$ cat config.mk
export PLATFORM = sky130hd
export DESIGN_NAME = hilo_muldiv_sequencer
export DESIGN_NICKNAME = d
export VERILOG_FILES = /design/src/rtl/hilo_muldiv_sequencer.sv
export SDC_FILE = /design/constraint.sdc
export NUM_CORES = 1
export LEC_CHECK = 0
export ABC_AREA = 0
export CAP_MARGIN = 20
export CELL_PAD_IN_SITES_DETAIL_PLACEMENT = 1
export CELL_PAD_IN_SITES_GLOBAL_PLACEMENT = 1
export CORE_UTILIZATION = 44
export DETAILED_ROUTE_END_ITERATION = 8
export GPL_ROUTABILITY_DRIVEN = 0
export PLACE_DENSITY = 0.84
export SLEW_MARGIN = 20
export SYNTH_ARGS = -nofsm -noshare
export SYNTH_HDL_FRONTEND = slang
export SYNTH_SLANG_ARGS = --single-unit
$ cat constraint.sdc
create_clock -name Clk -period 4.4 [get_ports Clk]
set_clock_uncertainty 0.1 [all_clocks]
set_input_delay 0.88 -clock Clk [delete_from_list [all_inputs] [get_ports Clk]]
set_output_delay 0.88 -clock Clk [all_outputs]
set_load 0.05 [all_outputs]
$ cat src/rtl/hilo_muldiv_sequencer.sv
// ============================================================================
// hilo_muldiv_sequencer
//   Iterative MULT/MULTU/DIV/DIVU engine owning the HI/LO pair, with stall.
//   Revision: 1.0
// ============================================================================
`default_nettype none

module hilo_muldiv_sequencer #(
  parameter int WIDTH = 32
) (
  input  logic             Clk,
  input  logic             Rst,
  input  logic             Start,
  input  logic [1:0]       Op,
  input  logic [WIDTH-1:0] OpA,
  input  logic [WIDTH-1:0] OpB,
  input  logic             Flush,
  input  logic             HiLoRead,
  output logic             Busy,
  output logic             Stall,
  output logic             Done,
  output logic [WIDTH-1:0] Hi,
  output logic [WIDTH-1:0] Lo
);

  localparam int                 c_cnt_w = (WIDTH > 1) ? $clog2(WIDTH) : 1;
  localparam logic [c_cnt_w-1:0] c_last  = c_cnt_w'(WIDTH - 1);

  typedef enum logic [1:0] {
    S_IDLE = 2'd0,
    S_RUN  = 2'd1,
    S_FIX  = 2'd2,
    S_DONE = 2'd3
  } state_t;

  state_t               r_state;
  state_t               w_next;
  logic [c_cnt_w-1:0]   r_count;
  logic                 r_is_div;
  logic                 r_divzero;
  logic                 r_sign_a;
  logic                 r_sign_b;
  logic [WIDTH-1:0]     r_a;
  logic [WIDTH-1:0]     r_b;
  logic [WIDTH-1:0]     r_raw_a;
  logic [2*WIDTH-1:0]   r_acc;
  logic [WIDTH-1:0]     r_hi;
  logic [WIDTH-1:0]     r_lo;

  logic                 w_idle;
  logic                 w_accept;
  logic                 w_signed;
  logic                 w_divzero;
  logic [WIDTH-1:0]     w_mag_a;
  logic [WIDTH-1:0]     w_mag_b;
  logic [WIDTH:0]       w_mul_sum;
  logic [2*WIDTH-1:0]   w_mul_next;
  logic [WIDTH:0]       w_rem_sh;
  logic [WIDTH:0]       w_trial;
  logic                 w_ge;
  logic [2*WIDTH-1:0]   w_div_next;
  logic                 w_neg_res;
  logic [2*WIDTH-1:0]   w_prod;
  logic [WIDTH-1:0]     w_quot;
  logic [WIDTH-1:0]     w_rem;
  logic [WIDTH-1:0]     w_fix_hi;
  logic [WIDTH-1:0]     w_fix_lo;

  assign w_idle    = (r_state == S_IDLE) || (r_state == S_DONE);
  assign w_accept  = w_idle && Start && !Flush;
  assign w_signed  = !Op[0];
  assign w_divzero = Op[1] && (OpB == '0);
  // Magnitudes are unsigned WIDTH-bit, so the most negative operand stays exact.
  assign w_mag_a   = (w_signed && OpA[WIDTH-1]) ? (~OpA + 1'b1) : OpA;
  assign w_mag_b   = (w_signed && OpB[WIDTH-1]) ? (~OpB + 1'b1) : OpB;

  assign w_mul_sum  = {1'b0, r_acc[2*WIDTH-1:WIDTH]} + (r_b[0] ? {1'b0, r_a} : '0);
  assign w_mul_next = {w_mul_sum, r_acc[WIDTH-1:1]};

  assign w_rem_sh   = r_acc[2*WIDTH-1:WIDTH-1];
  assign w_trial    = w_rem_sh - {1'b0, r_b};
  assign w_ge       = !w_trial[WIDTH];
  assign w_div_next = {(w_ge ? w_trial[WIDTH-1:0] : w_rem_sh[WIDTH-1:0]),
                       r_acc[WIDTH-2:0], w_ge};

  assign w_neg_res = r_sign_a ^ r_sign_b;
  assign w_prod    = w_neg_res ? (~r_acc + 1'b1) : r_acc;
  assign w_quot    = w_neg_res ? (~r_acc[WIDTH-1:0] + 1'b1) : r_acc[WIDTH-1:0];
  assign w_rem     = r_sign_a ? (~r_acc[2*WIDTH-1:WIDTH] + 1'b1) : r_acc[2*WIDTH-1:WIDTH];

  always_comb begin
    w_fix_hi = w_prod[2*WIDTH-1:WIDTH];
    w_fix_lo = w_prod[WIDTH-1:0];
    if (r_divzero) begin
      w_fix_hi = r_raw_a;
      w_fix_lo = '1;
    end else if (r_is_div) begin
      w_fix_hi = w_rem;
      w_fix_lo = w_quot;
    end
  end

  always_comb begin
    w_next = r_state;
    case (r_state)
      S_IDLE, S_DONE: begin
        w_next = S_IDLE;
        if (Start) w_next = w_divzero ? S_FIX : S_RUN;
      end
      S_RUN:   if (r_count == c_last) w_next = S_FIX;
      S_FIX:   w_next = S_DONE;
      default: w_next = S_IDLE;
    endcase
    if (Flush) w_next = S_IDLE;
  end

  always_ff @(posedge Clk) begin
    if (Rst) r_state <= S_IDLE;
    else     r_state <= w_next;
  end

  always_ff @(posedge Clk) begin
    if (Rst) begin
      r_count   <= '0;
      r_is_div  <= 1'b0;
      r_divzero <= 1'b0;
      r_sign_a  <= 1'b0;
      r_sign_b  <= 1'b0;
      r_a       <= '0;
      r_b       <= '0;
      r_raw_a   <= '0;
      r_acc     <= '0;
      r_hi      <= '0;
      r_lo      <= '0;
    end else if (w_accept) begin
      r_count   <= '0;
      r_is_div  <= Op[1];
      r_divzero <= w_divzero;
      r_sign_a  <= w_signed && OpA[WIDTH-1];
      r_sign_b  <= w_signed && OpB[WIDTH-1];
      r_a       <= w_mag_a;
      r_b       <= w_mag_b;
      r_raw_a   <= OpA;
      // Dividend rides in the low half; it shifts up into the remainder.
      r_acc     <= Op[1] ? {{WIDTH{1'b0}}, w_mag_a} : '0;
    end else if (r_state == S_RUN && !Flush) begin
      r_count <= r_count + 1'b1;
      if (r_is_div) begin
        r_acc <= w_div_next;
      end else begin
        r_acc <= w_mul_next;
        r_b   <= r_b >> 1;
      end
    end else if (r_state == S_FIX && !Flush) begin
      r_hi <= w_fix_hi;
      r_lo <= w_fix_lo;
    end
  end

  assign Busy  = (r_state == S_RUN) || (r_state == S_FIX);
  assign Stall = Busy && (HiLoRead || Start);
  assign Done  = (r_state == S_DONE);
  assign Hi    = r_hi;
  assign Lo    = r_lo;

endmodule

`default_nettype wire

==> impl_metrics.tcl, run 1 <==
set metrics [dict create \
    maxCapViolations 0 \
    cts_sinks 234 \
    antenna_left 0 \
    vias_per_cell 6.45 \
    track_usage_pct 33.1 \
    synth-seq-area-share_pct 29.0 \
    ys.warnings.count 0 \
    layout.nets 2301 \
    area_growth_pct 17.1 \
    num_io_pins 138 \
    hpwl_mm 47.6 \
    required_ns 4.76 \
    powerDensity_nw_per_um2 312 \
    startpoint_type "flip-flop" \
    ctsHoldBuffers 0 \
    clk_pin_slew_ns 0.07 \
    netlist_instances 2077 \
    setup_tns_ns 0 \
    worst_pin_slew_ns 1.09 \
    relSlewSlack_pct 27.4 \
    cts_inserted_buffers 27 \
    start_util_pct 45.1 \
    clockBufferDepth 3 \
    power.total_mw 5.91 \
    wl_per_cell_um 24.2 \
    rsz0062_at_grt "no" \
    synthTopCellsByArea "dfxtp_1, xnor2_1, ha_1, o21ai_0, a21oi_1" \
    die_area_um2 37500 \
    route.vias.total 17000 \
    worstPathArrival_ns 4.41 \
    num_rows 69 \
    port-buffer-count 137 \
    ys.flop_type "dfxtp_1" \
    grt_pass1_vias 17000 \
    syn_nets 2223 \
    endpoint_kind "flip-flop" \
    dieHeight_um 194 \
    synth_area_um2 16200 \
    synth_edf_count 0 \
    hp-class "flip-flop to flip-flop" \
    dr.pass1.iters 5 \
    ys_types 78 \
    p_leak_nw 7.27 \
    drc 0 \
    slew_violations 0 \
    htreeDepth 1 \
    overflow 0 \
    grt_pass1_wl_mm 98.9 \
    clkLatencyLatePin_ns 0.56 \
    cts.repair.resized 0 \
    synth_top_area_share_pct 29.0 \
    fmax_mhz 247 \
    timing_hold_violations_final 0 \
    ys_ff_latch 234 \
    crit_fanout 25 \
    grt_max_degree 70 \
    cts_setup_buffers 0 \
    postSynthAreaPerCell_um2 7.79 \
    post-route-min-period_ns 4.05 \
    setup_viol 0 \
    worstSetupPathType "flip-flop to flip-flop" \
    cts_tree "done" \
    core_area_um2 35800 \
    finalCritPeriodShare_pct 92.1 \
    antenna_found_initial 5 \
    die_x_um 194 \
    dr.first_iter.drc_count 1723 \
    synthArstFlopShare_pct 0 \
    synth_top_area_cell "dfxtp_1" \
    drive_gt1_share_pct 6.16 \
    outcome "finished clean" \
    vdd_ir_drop_max_uv 322 \
    routed_wl_mm 63.9 \
    whs_ns 0.360 \
    cts-root-buf "clkbuf_16" \
]
[synthesized netlist by cell type (5+ instances only)]
master     instances
a2111oi_0          7
a211oi_1          62
a21o_1            23
a21oi_1          181
a221oi_1           8
a22o_1            45
a22oi_1           20
a311oi_1           5
a31oi_1           21
a32oi_1            6
and2_1            38
and3_1            12
buf_1             16
buf_2              5
clkbuf_1         117
dfxtp_1          234
ha_1              73
inv_1             76
mux2i_1           64
nand2_1          171
nand2b_1          16
nand3_1           21
nand3b_1           5
nand4_1           13
nor2_1           190
nor2b_1           14
nor3_1            44
nor3b_1            5
nor4_1            19
o211ai_1          17
o21a_1            17
o21ai_0          182
o21bai_1          10
o221ai_1          13
o22ai_1           18
o31ai_1           23
o41ai_1           13
or2_2              5
or3_1             16
or4_4              6
xnor2_1          105
xor2_1            75
[per-layer routing]
metal,global-route usage [%],wire (um),part of all wire [%],vias up
met4,13.2,2760,4.3,6
met3,4.89,4530,7.1,190
met5,0,37,0.058,-
met2,54.6,29400,46,681
li1,-,-,-,7696
met1,43.2,27100,42,8439
[cell type report]
| type | instances | area [um2] |
|---|---|---|
| antenna | 2 | 5.00 |
| fill | 4323 | 16900 |
| clock inverter | 6 | 86.3 |
| timing repair buffer | 188 | 1760 |
| tap | 461 | 577 |
| sequential | 234 | 4690 |
| multi-input combinational | 1628 | 10700 |
| inverter | 76 | 285 |
| clock buffer | 43 | 816 |
[kinds of logic (layout without fill, tap and decap cells)]
family	Yosys count	after routing	share of synthesized area, %
flip-flops	234	234	29.0
multiplexers	66	66	4.10
XOR/XNOR	180	180	9.75
buffers and inverters	215	313	5.08
adder cells (fa/ha/maj)	75	75	5.90
AO/OA/AOI/OAI	707	707	28.1
AND/OR/NAND/NOR	600	600	18.1
other	0	2	0
[stage by stage]
stage | std cells | worst slack (ns) | utilization, % | area (um2)
6_report | 2638 | 0.346 | 52.9 | 18900
5_1_grt | 2637 | 0.0809 | 52.9 | 18900
4_1_cts | 2636 | 0.467 | 52.8 | 18900
3_5_place_dp | 2587 | 0.242 | 50.3 | 18000
3_3_place_gp | 2587 | 0.356 | 50.3 | 18000
2_1_floorplan | 2077 | 1.15 | - | 16200
[placed cells by master, fill, tap and decap left out, types with 6 or more instances in the layout]
| cell | instances |
|---|---|
| a2111oi_0 | 7 |
| a211oi_1 | 62 |
| a21o_1 | 23 |
| a21oi_1 | 181 |
| a221oi_1 | 8 |
| a22o_1 | 45 |
| a22oi_1 | 20 |
| a31oi_1 | 21 |
| a32oi_1 | 6 |
| and2_1 | 38 |
| and3_1 | 12 |
| buf_4 | 51 |
| clkbuf_1 | 8 |
| clkbuf_16 | 27 |
| clkbuf_8 | 8 |
| clkdlybuf4s50_1 | 136 |
| dfxtp_1 | 232 |
| ha_1 | 73 |
| inv_1 | 76 |
| mux2i_1 | 64 |
| nand2_1 | 171 |
| nand2b_1 | 16 |
| nand3_1 | 21 |
| nand4_1 | 13 |
| nor2_1 | 185 |
| nor2b_1 | 14 |
| nor3_1 | 42 |
| nor4_1 | 19 |
| o211ai_1 | 17 |
| o21a_1 | 17 |
| o21ai_0 | 182 |
| o21bai_1 | 10 |
| o221ai_1 | 13 |
| o22ai_1 | 18 |
| o31ai_1 | 23 |
| o41ai_1 | 13 |
| or3_1 | 16 |
| or4_4 | 6 |
| xnor2_1 | 102 |
| xor2_1 | 75 |
[flip-flops by register name, summed over array words and instances, names as in the netlist]
signal and cells:
Hi 32, Lo 32, r_a 32, r_acc 64, r_b 32, r_count 5, r_divzero 1, r_is_div 1
r_raw_a 31, r_sign_a 1, r_sign_b 1, r_state 2
[worst paths after layout]
kind               start         to  slack, ns  cells after the start
hold reg to reg    Hi[0]      Hi[0]       0.36                      2
setup reg to reg  r_b[0]  r_acc[62]       0.35                     12
hold / removal     Hi[0]      Hi[0]       0.36                      2
setup / recovery  r_b[0]  r_acc[62]       0.35                     12
[critical path, cell delays in order (launching register included)]
cell,delay [ns]
dfxtp_1,0.73
buf_4,0.27
and2_1,0.13
ha_1,0.21
o211ai_1,0.15
a21boi_0,0.25
o211ai_1,0.16
o21ai_0,0.41
a31oi_1,0.22
o31a_1,0.32
nor4_1,0.35
mux2_2,0.40
a221oi_1,0.26
[power by group]
group / internal, mW / switching [mW] / leakage (nW)
Combinational: 0.455 / 0.790 / 4.93
Clock: 1.38 / 0.939 / 0.440
Sequential: 2.22 / 0.126 / 1.90
Note: power is estimated with default switching activity, not from simulation.
==> inputs of run 2 (changes only) <==
SKIP_CTS_REPAIR_TIMING = 1   (was unset)
clock period = 3.8 ns   (was 4.4 ns; I/O delays follow)
==> run 2 against run 1 <==
Net effect:
- cell area is 2.5% higher
- largest power group is now clock
- first-iteration DRC count decreased by 12%
- non-clock buffer count grew 55
- power grew 18%
- count of clock-buffer cells in the layout is 5 lower
==> impl_metrics.tcl, run 2 (synthesis gave the netlist of run 1 again) <==
set metrics [dict create \
    fillers 4315 \
    core_area_um2 35800 \
    cts_tree "done" \
    drc 0 \
    fin_area_um2 19400 \
    track_usage_pct 34.1 \
    dr.pass1.iters 5 \
    mostFrequentLayoutCells "dfxtp_1, nor2_1, o21ai_0, a21oi_1, nand2_1" \
    slew_violations 0 \
    fmax_mhz 277 \
    layout.nets 2356 \
    timing_hold_violations_final 0 \
    area_growth_pct 20.1 \
    reg2reg_slack_ns 0.19 \
    regMostFlops "r_acc" \
    clk_pin_slew_ns 0.06 \
    drive_gt1_share_pct 8.56 \
    maxCapViolations 0 \
    final_cells 2692 \
    placedCellCount 2642 \
    power.total_mw 7.00 \
    antenna_found_initial 1 \
    largest_register_ffs 64 \
    final_common_cell "dfxtp_1" \
    die_area_um2 37500 \
    crit_path_cell_trace "or4_4 -> nor3_4 -> nand4_2 -> o41ai_1 -> a22o_1 -> a31oi_1 -> xor2_1 -> o211ai_1 -> a21oi_1" \
    hp-class "flip-flop to flip-flop" \
    cts-root-buf "clkbuf_16" \
    wl_per_cell_um 24.5 \
    setup_viol 0 \
    start_util_pct 45.1 \
    hp-start "Hi[23]" \
    rsz0062_at_grt "no" \
    endpoint_kind "flip-flop" \
    grt_max_degree 67 \
    place_area_um2 18500 \
    diodes 0 \
    hold-path-endpoint "Hi[23]" \
    reg2reg_from "r_acc[19]" \
    crit_fanout 8 \
    whs_ns 0.359 \
    routed_wl_mm 66.0 \
    route.vias.total 17400 \
    post-route-min-period_ns 3.61 \
    vdd_ir_drop_max_uv 371 \
    num_rows 69 \
    antenna_left 0 \
    num_io_pins 138 \
    critPathMaxStageDelay_ns 0.72 \
    cpMaxStageDelayCell "o41ai_1" \
    relSlewSlack_pct 30.1 \
    dr.first_iter.drc_count 1513 \
    cts_inserted_buffers 27 \
    p_leak_nw 7.58 \
    powerDensity_nw_per_um2 360 \
    required_ns 4.21 \
    vias_per_cell 6.48 \
    htreeDepth 1 \
    reg2reg_depth 9 \
    startpoint_type "flip-flop" \
    port-buffer-count 137 \
    finalCritPeriodShare_pct 94.9 \
    dieHeight_um 194 \
    worstPathArrival_ns 4.01 \
    worstSetupPathType "flip-flop to flip-flop" \
    clkLatencyLatePin_ns 0.57 \
    grt_pass1_wl_mm 101 \
    worst_pin_slew_ns 1.05 \
    cts_sinks 234 \
    r2r_end "Hi[27]" \
    grt_pass1_vias 17400 \
    overflow 0 \
    worstHoldPathCells 1 \
    outcome "finished clean" \
    clockBufferDepth 3 \
    die_x_um 194 \
    hpwl_mm 50.0 \
]
run 2: worst max-delay path by stage:
stage / start / to / slack, ns / cells past startpoint
floorplan: r_b[0] / r_acc[62] / 0.56 / 12
detailed placement: OpA[10] / r_acc[25] / -0.14 / 10
CTS: r_b[0] / r_acc[56] / 0.16 / 13
finish: r_acc[19] / Hi[27] / 0.19 / 9
global route: r_b[0] / r_acc[62] / 0.04 / 12
global placement: OpA[10] / r_acc[25] / -0.06 / 10
run 2: area by class of cell:
cell class / instances / area [um2] / share of cell area, %
Clock buffer: 38 / 757 / 3.90
Clock inverter: 12 / 176 / 0.909
Inverter: 76 / 285 / 1.47
Multi-Input combinational cell: 1628 / 10700 / 55.2
Sequential cell: 234 / 4690 / 24.2
Tap cell: 461 / 577 / 2.97
Timing Repair Buffer: 243 / 2210 / 11.4
run 2: report_power, final:
group          switching [mW]  total, mW  internal, mW
sequential              0.132       2.70          2.57
combinational           0.947       1.51         0.561
clock                    1.12       2.79          1.67
run 2: metrics by stage:
stage / util [%] / TNS [ns] / setup WS [ns]
5_1_grt: 54.2 / 0 / 0.0420
4_1_cts: 54.2 / 0 / 0.155
3_3_place_gp: 51.6 / -0.0843 / -0.0597
3_5_place_dp: 51.6 / -0.370 / -0.140
2_1_floorplan: - / 0 / 0.558
6_report: 54.2 / 0 / 0.193
run 2: critical path: cells and delay by family (launching register included):
family | cells | cell delay (ns)
compound gates | 5 | 1.50
simple gates | 3 | 1.20
flops | 1 | 0.41
xor+xnor | 1 | 0.33
run 2: metal layers:
| metal | wire length [um] | global-route usage [%] | part of all wire, % |
|---|---|---|---|
| met5 | 0 | 0 | 0 |
| met4 | 2990 | 15.1 | 4.5 |
| met3 | 5400 | 5.03 | 8.2 |
| met2 | 30500 | 56.2 | 46 |
| met1 | 27000 | 44.1 | 41 |
